$ cat config.mk
export PLATFORM = sky130hd
export DESIGN_NAME = rs_station
export DESIGN_NICKNAME = d
export VERILOG_FILES = /design/src/rtl/rs_pkg.sv /design/src/rtl/rs_entry.sv /design/src/rtl/rs_station.sv
export SDC_FILE = /design/constraint.sdc
export NUM_CORES = 1
export LEC_CHECK = 0
export BUFFER_PORTS_ARGS = -buffer_cell sky130_fd_sc_hd__buf_2
export CORE_ASPECT_RATIO = 0.7
export CORE_MARGIN = 2
export CORE_UTILIZATION = 52
export CTS_CLUSTER_SIZE = 28
export DETAILED_ROUTE_END_ITERATION = 10
export PLACE_DENSITY = 0.8
export SLEW_MARGIN = 20
export SYNTH_ARGS = -nofsm -noshare
export SYNTH_HDL_FRONTEND = slang
export SYNTH_SLANG_ARGS = --single-unit
$ cat constraint.sdc
create_clock -name clk -period 2.3 [get_ports clk]
set_input_delay 0.115 -clock clk [delete_from_list [all_inputs] [get_ports clk]]
set_output_delay 0.115 -clock clk [all_outputs]
set_load 0.005 [all_outputs]
$ cat src/rtl/rs_pkg.sv
// Shared definitions for the reservation station: default widths,
// the dispatch payload layout, and a packed view of one payload.
package rs_pkg;

    localparam int XLEN_D   = 32;
    localparam int TAG_W_D  = 5;
    localparam int OP_W_D   = 5;

    // Payload width as a function of the field widths; dispatch uses the same formula.
    function automatic int rs_data_w(int xlen, int tag_w, int op_w);
        return op_w + tag_w + 2 * (1 + xlen);
    endfunction

    localparam int DATA_W_D = rs_data_w(XLEN_D, TAG_W_D, OP_W_D);

    // Field offsets for the default configuration, LSB positions.
    localparam int S2_LSB     = 0;
    localparam int S2_RDY_BIT = XLEN_D;
    localparam int S1_LSB     = XLEN_D + 1;
    localparam int S1_RDY_BIT = 2 * XLEN_D + 1;
    localparam int DEST_LSB   = 2 * XLEN_D + 2;
    localparam int OP_LSB     = DEST_LSB + TAG_W_D;

    // Payload, MSB first. A source that is not ready carries its waiting tag in the low bits.
    typedef struct packed {
        logic [OP_W_D-1:0]  op;
        logic [TAG_W_D-1:0] dest;
        logic               s1_rdy;
        logic [XLEN_D-1:0]  s1;
        logic               s2_rdy;
        logic [XLEN_D-1:0]  s2;
    } rs_payload_t;

endpackage

$ cat src/rtl/rs_entry.sv
// One reservation-station slot: holds a micro-op and its two operands,
// captures operands from the CDB at write time or later by tag match.
module rs_entry
    import rs_pkg::*;
#(
    parameter int XLEN   = XLEN_D,
    parameter int TAG_W  = TAG_W_D,
    parameter int OP_W   = OP_W_D,
    parameter int DATA_W = rs_data_w(XLEN, TAG_W, OP_W)
) (
    input  logic              clk,
    input  logic              rst,
    input  logic              flush,
    input  logic              wr_en,
    input  logic [DATA_W-1:0] wr_data,
    input  logic              cdb_valid,
    input  logic [TAG_W-1:0]  cdb_tag,
    input  logic [XLEN-1:0]   cdb_value,
    input  logic              clr,
    output logic              busy,
    output logic              eligible,
    output logic [OP_W-1:0]   op,
    output logic [TAG_W-1:0]  dest,
    output logic [XLEN-1:0]   src1,
    output logic [XLEN-1:0]   src2
);

    localparam int L_S2_LSB   = 0;
    localparam int L_S2_RDY   = XLEN;
    localparam int L_S1_LSB   = XLEN + 1;
    localparam int L_S1_RDY   = 2 * XLEN + 1;
    localparam int L_DEST_LSB = 2 * XLEN + 2;
    localparam int L_OP_LSB   = L_DEST_LSB + TAG_W;

    logic              s1_rdy;
    logic              s2_rdy;
    logic [OP_W-1:0]   w_op;
    logic [TAG_W-1:0]  w_dest;
    logic              w_s1_rdy;
    logic              w_s2_rdy;
    logic [XLEN-1:0]   w_s1;
    logic [XLEN-1:0]   w_s2;
    logic              w_s1_hit;
    logic              w_s2_hit;
    logic              s1_hit;
    logic              s2_hit;

    assign w_op     = wr_data[L_OP_LSB +: OP_W];
    assign w_dest   = wr_data[L_DEST_LSB +: TAG_W];
    assign w_s1_rdy = wr_data[L_S1_RDY];
    assign w_s1     = wr_data[L_S1_LSB +: XLEN];
    assign w_s2_rdy = wr_data[L_S2_RDY];
    assign w_s2     = wr_data[L_S2_LSB +: XLEN];

    // Only the low TAG_W bits of a waiting operand are a tag; the rest are ignored.
    assign w_s1_hit = cdb_valid && !w_s1_rdy && (cdb_tag == w_s1[TAG_W-1:0]);
    assign w_s2_hit = cdb_valid && !w_s2_rdy && (cdb_tag == w_s2[TAG_W-1:0]);
    assign s1_hit   = cdb_valid && !s1_rdy && (cdb_tag == src1[TAG_W-1:0]);
    assign s2_hit   = cdb_valid && !s2_rdy && (cdb_tag == src2[TAG_W-1:0]);

    assign eligible = busy & s1_rdy & s2_rdy;

    // Slot state: reset/flush, then issue-clear, then write into a free slot, then wakeup.
    always_ff @(posedge clk) begin
        if (rst || flush) begin
            busy   <= 1'b0;
            s1_rdy <= 1'b0;
            s2_rdy <= 1'b0;
            op     <= '0;
            dest   <= '0;
            src1   <= '0;
            src2   <= '0;
        end else if (clr) begin
            busy <= 1'b0;
        end else if (wr_en && !busy) begin
            busy   <= 1'b1;
            op     <= w_op;
            dest   <= w_dest;
            s1_rdy <= w_s1_rdy | w_s1_hit;
            src1   <= w_s1_hit ? cdb_value : w_s1;
            s2_rdy <= w_s2_rdy | w_s2_hit;
            src2   <= w_s2_hit ? cdb_value : w_s2;
        end else if (busy) begin
            if (s1_hit) begin
                s1_rdy <= 1'b1;
                src1   <= cdb_value;
            end
            if (s2_hit) begin
                s2_rdy <= 1'b1;
                src2   <= cdb_value;
            end
        end
    end

endmodule

$ cat src/rtl/rs_station.sv
// Two-entry reservation station: two slots, an age bit, and an
// oldest-ready select feeding the functional unit through valid/ready.
module rs_station
    import rs_pkg::*;
#(
    parameter int XLEN   = XLEN_D,
    parameter int TAG_W  = TAG_W_D,
    parameter int OP_W   = OP_W_D,
    parameter int DATA_W = rs_data_w(XLEN, TAG_W, OP_W)
) (
    input  logic              clk,
    input  logic              rst,
    input  logic              flush,
    input  logic [DATA_W-1:0] in_0_data,
    input  logic              in_0_valid,
    input  logic [DATA_W-1:0] in_1_data,
    input  logic              in_1_valid,
    output logic              empty_0,
    output logic              empty_1,
    input  logic              cdb_valid,
    input  logic [TAG_W-1:0]  cdb_tag,
    input  logic [XLEN-1:0]   cdb_value,
    output logic              issue_valid,
    input  logic              issue_ready,
    output logic [OP_W-1:0]   issue_op,
    output logic [TAG_W-1:0]  issue_dest,
    output logic [XLEN-1:0]   issue_src1,
    output logic [XLEN-1:0]   issue_src2
);

    logic              busy_0, busy_1;
    logic              elig_0, elig_1;
    logic [OP_W-1:0]   op_0, op_1;
    logic [TAG_W-1:0]  dest_0, dest_1;
    logic [XLEN-1:0]   src1_0, src1_1, src2_0, src2_1;
    logic              old1;
    logic              sel1;
    logic              fire;
    logic              wr_0, wr_1;

    assign empty_0 = ~busy_0;
    assign empty_1 = ~busy_1;
    assign wr_0    = in_0_valid & ~busy_0;
    assign wr_1    = in_1_valid & ~busy_1;

    // Slot 1 wins only if it is the sole eligible slot or the older of two.
    assign sel1        = elig_1 & (~elig_0 | old1);
    assign issue_valid = elig_0 | elig_1;
    assign fire        = issue_valid & issue_ready;

    rs_entry #(.XLEN(XLEN), .TAG_W(TAG_W), .OP_W(OP_W), .DATA_W(DATA_W)) u_entry_0 (
        .clk(clk), .rst(rst), .flush(flush),
        .wr_en(in_0_valid), .wr_data(in_0_data),
        .cdb_valid(cdb_valid), .cdb_tag(cdb_tag), .cdb_value(cdb_value),
        .clr(fire & ~sel1),
        .busy(busy_0), .eligible(elig_0),
        .op(op_0), .dest(dest_0), .src1(src1_0), .src2(src2_0)
    );

    rs_entry #(.XLEN(XLEN), .TAG_W(TAG_W), .OP_W(OP_W), .DATA_W(DATA_W)) u_entry_1 (
        .clk(clk), .rst(rst), .flush(flush),
        .wr_en(in_1_valid), .wr_data(in_1_data),
        .cdb_valid(cdb_valid), .cdb_tag(cdb_tag), .cdb_value(cdb_value),
        .clr(fire & sel1),
        .busy(busy_1), .eligible(elig_1),
        .op(op_1), .dest(dest_1), .src1(src1_1), .src2(src2_1)
    );

    // Age bit: a lone write makes the other (busy) slot older; a double write makes slot 0 older.
    always_ff @(posedge clk) begin
        if (rst || flush) begin
            old1 <= 1'b0;
        end else if (wr_0 && wr_1) begin
            old1 <= 1'b0;
        end else if (wr_0) begin
            old1 <= busy_1;
        end else if (wr_1) begin
            old1 <= ~busy_0;
        end
    end

    // Issue mux; outputs are forced to zero while nothing is eligible.
    always_comb begin
        issue_op   = '0;
        issue_dest = '0;
        issue_src1 = '0;
        issue_src2 = '0;
        if (issue_valid) begin
            issue_op   = sel1 ? op_1   : op_0;
            issue_dest = sel1 ? dest_1 : dest_0;
            issue_src1 = sel1 ? src1_1 : src1_0;
            issue_src2 = sel1 ? src2_1 : src2_0;
        end
    end

endmodule

==> run metrics, run 1 <==
outcome finished clean; Reg area 3104 um2; Worst-path clk slew around 60 ps; drt drc 0; IO Pins 273; Die Wd 157.0 um; area of the multi-input gates 5000 um2; max_slew headroom 0.4137; CTS buffer count 17; H-tree depth 4; Avg Inst Size Synth 7.992 um2; GRT Overall Usage 0.3595; CTS root buf clkbuf_16; Hold Path Class in -> reg; P_leak 5.318 nW; routed wire length 32.17 mm; crit end category primary output; Netlist Area Pre-Place 8519 um2; Via density slightly above 6; library cells used by synthesis 51; fin nets ~1600; ys async rst share 0; P&R area growth vs syn 37.05%; worst skew pair latency 430 ps; Critical Path Fanout Max 76; PD cells 603.6 nW/um2; final total power 7.047 mW; Hold WS 4.177 ps; Fill cells 1229; post-synth top area cell dfxtp_1; largest net degree at the start of global routing 77; critical path class reg -> out; Startpoint Class register; Vias 9825; Final Slew Violations 0; crit share post-route 0.9493; Buffers on Ports 272; DRT Pass-1 Iters 6; Post-DP Area 10130 um2; Period minus WS final ~2200 ps; Post-Route Setup TNS 0 ps; register area share after synthesis 0.3642; RSZ-0062 raised after global routing no; top cells by area, synth dfxtp_1 (36%), mux2i_1 (11%), nand2_1 (11%), a21oi_1 (9.0%), a211oi_2 (4.4%); CTS tree done; Achievable Freq 458.0 MHz; Synth Register Bits 155; final cell count without fillers 1623; final worst setup slack 116.6 ps; WL/cell 19.82 um; ys flop type dfxtp_1; placed instance count 1495; share of cells above drive strength 1 0.2760; initial antenna violation count 3; Post-Synthesis Cells 1066; Final Setup Violations 0; Row Count 39; core area 16150 um2; clk_skew 8.338 ps; vias in the first global route between 9000 and 10000; final instance area 11680 um2; pre-CTS setup slack 184.8 ps; most frequent cells after synthesis nand2_1 (254), dfxtp_1 (155), a21oi_1 (153); post-route core utilization 0.7229; Yosys top cell area share 0.3642; Post-synth EDFFs 0; post-DP HPWL 19.93 mm; maxcap violations 0; remaining global-route overflow 0; Die ar. 17440 um2; Peak VDD IR 0.4908 mV; DR iter-0 viols around 1100; Fin. Hold Viols 0; Worst EP required around 2200 ps; Worst Path Arrival 2070 ps; clk buf depth 2; Least-Margin Pin Slew 879.4 ps; first-pass GRT wire length 49.14 mm; chip height between 100 and 150 um; Mapped Nets about 1300; DRT antenna net count 0; Ys Warns 0; initial core utilization 0.5275; Routability Congestion 0.8935; clock sink count 155; top-count cell post-synth nand2_1
sequential cells by signal, summed over array words and instances, names as in the netlist, 5 cells and up:
register / count
u_entry_1.op: 5
u_entry_0.dest: 5
u_entry_1.src1: 32
u_entry_0.op: 5
u_entry_0.src2: 32
u_entry_1.src2: 32
u_entry_1.dest: 5
u_entry_0.src1: 32
worst paths after layout:
| check | cells past startpoint | end | startpoint | slack (ps) |
|---|---|---|---|---|
| worst max register to register | 5 | u_entry_0.src1[1]$_SDFFE_PP0P_ | u_entry_1.s2_rdy$_SDFFE_PP0P_ | 150 |
| worst max-delay path | 6 | issue_src1[20] | u_entry_1.s2_rdy$_SDFFE_PP0P_ | 120 |
| worst min-delay path | 3 | u_entry_0.src2[30]$_SDFFE_PP0P_ | cdb_value[30] | 4 |
| worst min register to register | 2 | u_entry_1.op[4]$_SDFFE_PP0P_ | u_entry_1.op[4]$_SDFFE_PP0P_ | 460 |
cell families after synthesis:
kind of cell,count (synthesis),share of synthesized area
flops,155,0.3642
mux,96,0.1128
xor+xnor,34,0.03495
simple gates,361,0.1787
buf+inv,108,0.06124
compound gates,312,0.2481
cells in the final DEF (no fill, tap or decap), types with 3 or more instances in the layout:
cell	netlist	routed
a211oi_1	36	36
a211oi_2	30	30
a21oi_1	153	151
a21oi_4	0	3
a311oi_1	32	32
buf_12	0	8
buf_2	21	272
buf_4	9	24
clkbuf_16	0	17
clkbuf_8	0	3
clkinvlp_4	0	3
dfxtp_1	155	154
diode_2	0	3
dlygate4sd3_1	0	96
inv_1	6	6
mux2i_1	96	96
nand2_1	254	254
nand2b_1	4	4
nand3_1	74	74
nand4_1	3	3
nor2_1	7	6
nor2b_1	5	5
o21a_1	4	3
o21ai_0	35	35
xnor2_1	17	17
xor2_1	17	17
where the power goes:
group	internal [mW]	switching (mW)	total (mW)
Sequential	2.82	0.0835	2.90
Clock	1.66	1.11	2.77
Combinational	0.596	0.782	1.38
metal layers:
layer  vias to the layer above  wire [um]  share of wire  track usage
met5                         -          0              0            0
met4                         0       1314          0.041       0.1859
met3                       115       3647           0.11      0.08913
met2                       746      14660           0.46       0.5605
met1                      4524      12550           0.39       0.4592
li1                       4440          -              -            -
critical path, stage by stage (launching register included):
cell and delay (ps):
dfxtp_1 420, and3_2 280, o21a_2 210, buf_16 320, nand2_1 100, nand2_1 120, buf_2 130
layout make-up:
cell class	count	share of cell area
Antenna cell	3	0.0006429
Clock buffer	22	0.04061
Clock inverter	7	0.007930
Inverter	7	0.002250
Multi-Input combinational cell	803	0.4282
Sequential cell	155	0.2659
Tap cell	225	0.02411
Timing Repair Buffer	401	0.2304
repair_timing:
action                                  CTS  global route
hold buffers                             96             0
endpoints found under the setup margin    0            31
buffers inserted                          0             0
resized for setup                         0             3
endpoints found under the hold margin    76             0
No activity file was read; power rests on OpenSTA's default activity.
==> run 2, diff against run 1 <==
--- a/config.mk
+++ b/config.mk
@@ -5,10 +5,11 @@
 export SDC_FILE = /design/constraint.sdc
 export NUM_CORES = 1
 export LEC_CHECK = 0
+export ABC_AREA = 1
 export BUFFER_PORTS_ARGS = -buffer_cell sky130_fd_sc_hd__buf_2
 export CORE_ASPECT_RATIO = 0.7
 export CORE_MARGIN = 2
-export CORE_UTILIZATION = 52
+export CORE_UTILIZATION = 53
 export CTS_CLUSTER_SIZE = 28
 export DETAILED_ROUTE_END_ITERATION = 10
 export PLACE_DENSITY = 0.8
==> run metrics, run 2 <==
DRT Pass-1 Iters 6 (unchanged); initial antenna violation count 1 (-2); clock sink count 155 (unchanged); CTS buffer count 17 (unchanged); commonest non-fill, non-tap cell in the layout nand2_1; Vias 11470 (+17%); Final Slew Violations 0 (unchanged); P_int 4.861 mW (-4.2%); Clk pwr share 0.397 (+0.004); Hold WS 5.812 ps (+1.635 ps); Worst EP required 2180 ps (about the same); Buffers on Ports 272 (unchanged); Period minus WS final 2221 ps (+37.52 ps); maxcap violations 0 (unchanged); register area share after synthesis 0.3205 (-0.04373); post-DP HPWL 22.59 mm (+13%); fin nets 2186 (+38%); sequential share of power 0.408 (-0.004); Switch Pwr 2.166 mW (+9.8%); Routability Congestion 0.9724 (+8.8%); outcome finished clean; most frequent cells after synthesis nand2_1 (539), nor2_1 (363), inv_1 (244); P&R area growth vs syn 24.32%; RSZ-0062 raised after global routing no; Post-Route Setup TNS 0 ps (unchanged); WL/cell 14.95 um (-25%); Post-synth EDFFs 0 (unchanged); Worst Min Path Start in_1_data[65]; Startpoint Class register; Hold Path Stages 3 (unchanged); Worst Path Arrival 2110 ps (+40 ps); post-synth top area cell dfxtp_1; IO Pins 273 (unchanged); Peak VDD IR 0.3968 mV (-19%); clk_skew 8.937 ps (+0.5984 ps); CTS tree done; PD cells 583.8 nW/um2 (-3.3%); Avg Inst Size Synth 5.548 um2 (-31%); Worst R2R End u_entry_1.src2[1]$_SDFFE_PP0P_; GRT Overall Usage 0.3418 (-0.01763); Fin. Hold Viols 0 (unchanged); crit end category primary output; Ys Warns 0 (unchanged); Netlist Area Pre-Place 9682 um2 (+14%); max_slew headroom 0.5960 (+0.1823); drt drc 0 (unchanged); Die Wd 165.5 um (+5.5%); library cells used by synthesis 25 (-51%); DR iter-0 viols 1263 (+17%); vias in the first global route 10180 (+8.7%); crit share post-route 0.9656 (+0.01631); ys flop type dfxtp_1; FF-to-FF path depth 8 (+3); top cells by area, synth dfxtp_1 (32%), nand2_1 (21%), nor2_1 (14%), inv_1 (9.5%), nand3_1 (5.5%); Achievable Freq 450.3 MHz (-1.7%); Least-Margin Pin Slew 604.6 ps (-274.8 ps); worst skew pair latency 430 ps (about the same); critical path class reg -> out; top-count cell post-synth nand2_1; Yosys top cell area share 0.3205 (-0.04373); Critical Path Fanout Max 62 (-18%); commonest cells after routing, fill and taps aside nand2_1 (534), nor2_1 (362), buf_2 (272), inv_1 (243), dfxtp_1 (155); remaining global-route overflow 0 (unchanged); routed wire length 33.48 mm (+4.1%); initial core utilization 0.5392 (+0.01177); largest net degree at the start of global routing 63 (-18%); chip height 117.1 um (+5.4%); Synth Register Bits 155 (unchanged); FF-to-FF setup slack 340 ps (+190 ps); FF-to-FF Start u_entry_0.s2_rdy$_SDFFE_PP0P_; clk buf depth 2 (unchanged); ys async rst share 0 (unchanged); Via density 5.120 (-15%); share of cells above drive strength 1 0.1797 (-0.09626); core area 17950 um2 (+11%); Net Sw Frac 0.3082 (+0.02829); Hold Path Class in -> reg; Die ar. 19380 um2 (+11%); post-route core utilization 0.6704 (-0.05252); Row Count 41 (+5.1%); Worst-path clk slew 60 ps (about the same); Comb pwr share 0.195 (about the same); Mapped Nets 1941 (+54%); first-pass GRT wire length 51.45 mm (+4.7%); DRT antenna net count 0 (unchanged); Min-Delay Endpoint u_entry_1.s1_rdy$_SDFFE_PP0P_; Final Setup Violations 0 (unchanged); Post-Synthesis Cells 1745 (+64%); H-tree depth 4 (unchanged); P_leak 6.535 nW (+23%); CTS root buf clkbuf_16
-- run 2: cell types whose count changed in the layout (fill, tap and decap cells not counted), sizes merged, moves of 16 or more --
cell,delta
a211oi,-66
a21oi,-56
a311oi,-32
dlygate4sd3,-73
inv,+248
mux2i,-96
nand2,+288
nand3,+32
nor2,+356
o21ai,+75
xor2,-16
-- run 2: routing by layer --
| layer | vias up | global-route usage | part of all wire |
|---|---|---|---|
| met5 | - | 0 | 0 |
| met4 | 0 | 0.1374 | 0.031 |
| met3 | 80 | 0.06906 | 0.11 |
| met2 | 628 | 0.5441 | 0.44 |
| met1 | 5030 | 0.4583 | 0.43 |
| li1 | 5731 | - | - |
-- run 2: worst max-delay path: stages, from the launching register on --
cell,delay (ps)
dfxtp_1,420
nand4_1,180
nand2_4,220
buf_16,280
o21ai_0,110
a21oi_1,280
buf_2,180
-- run 2: through the flow --
stage                     total power [mW]  std cells  instance area, um2  setup slack [ps]
after floorplan                      3.764       1745                9682             901.9
after global placement               4.204       2184               11210             505.6
after detailed placement             4.227       2184               11210             434.3
after CTS                            7.018       2239               12010             59.16
after global routing                 7.331       2240               12040             6.782
final                                7.026       2240               12040             79.10
-- run 2: cells by family (layout without fill, tap and decap cells) --
group	after synthesis	after routing	synth area share
AO/OA/AOI/OAI	212	212	0.1110
XOR/XNOR	5	5	0.004523
buffers and inverters	358	616	0.1548
flip-flops	155	155	0.3205
other	0	1	0
AND/OR/NAND/NOR	1015	1015	0.4092
-- run 2: area by class of cell --
cell class              instances  area [um2]
diodes                          1       2.502
clock buffers                  19       442.9
clock inverters                13       130.1
fillers                      1658        5918
inverters                     251       942.2
multi-input cells            1232        5120
flip-flops and latches        155        3103
well taps                     236       295.3
repair buffers                333        2001
-- run 2: power by group through the flow --
stage                     logic (mW)  clock network, mW  registers [mW]
after detailed placement        1.30                  0            2.92
final                           1.37               2.79            2.87
after CTS                       1.35               2.81            2.86
after global placement          1.29                  0            2.92
after floorplan                0.857                  0            2.91
after global routing            1.54               2.92            2.88
-- run 2: repair_timing --
action                     CTS  global route
buffers inserted             0             0
resized for setup            1             4
hold buffers                23             0
setup endpoints to repair    1            15
hold endpoints to repair    23             0
-- run 2: worst max-delay path by stage --
stage / start / cells past startpoint / endpoint
after floorplan: u_entry_1.busy$_SDFFE_PP0N_ / 7 / issue_src1[19]
after global placement: u_entry_1.busy$_SDFFE_PP0N_ / 8 / u_entry_1.src2[10]$_SDFFE_PP0P_
after detailed placement: u_entry_1.busy$_SDFFE_PP0N_ / 9 / u_entry_1.src2[17]$_SDFFE_PP0P_
after CTS: u_entry_1.busy$_SDFFE_PP0N_ / 6 / issue_src1[30]
after global routing: u_entry_1.busy$_SDFFE_PP0N_ / 7 / issue_src2[18]
final: u_entry_0.s2_rdy$_SDFFE_PP0P_ / 6 / issue_src1[30]
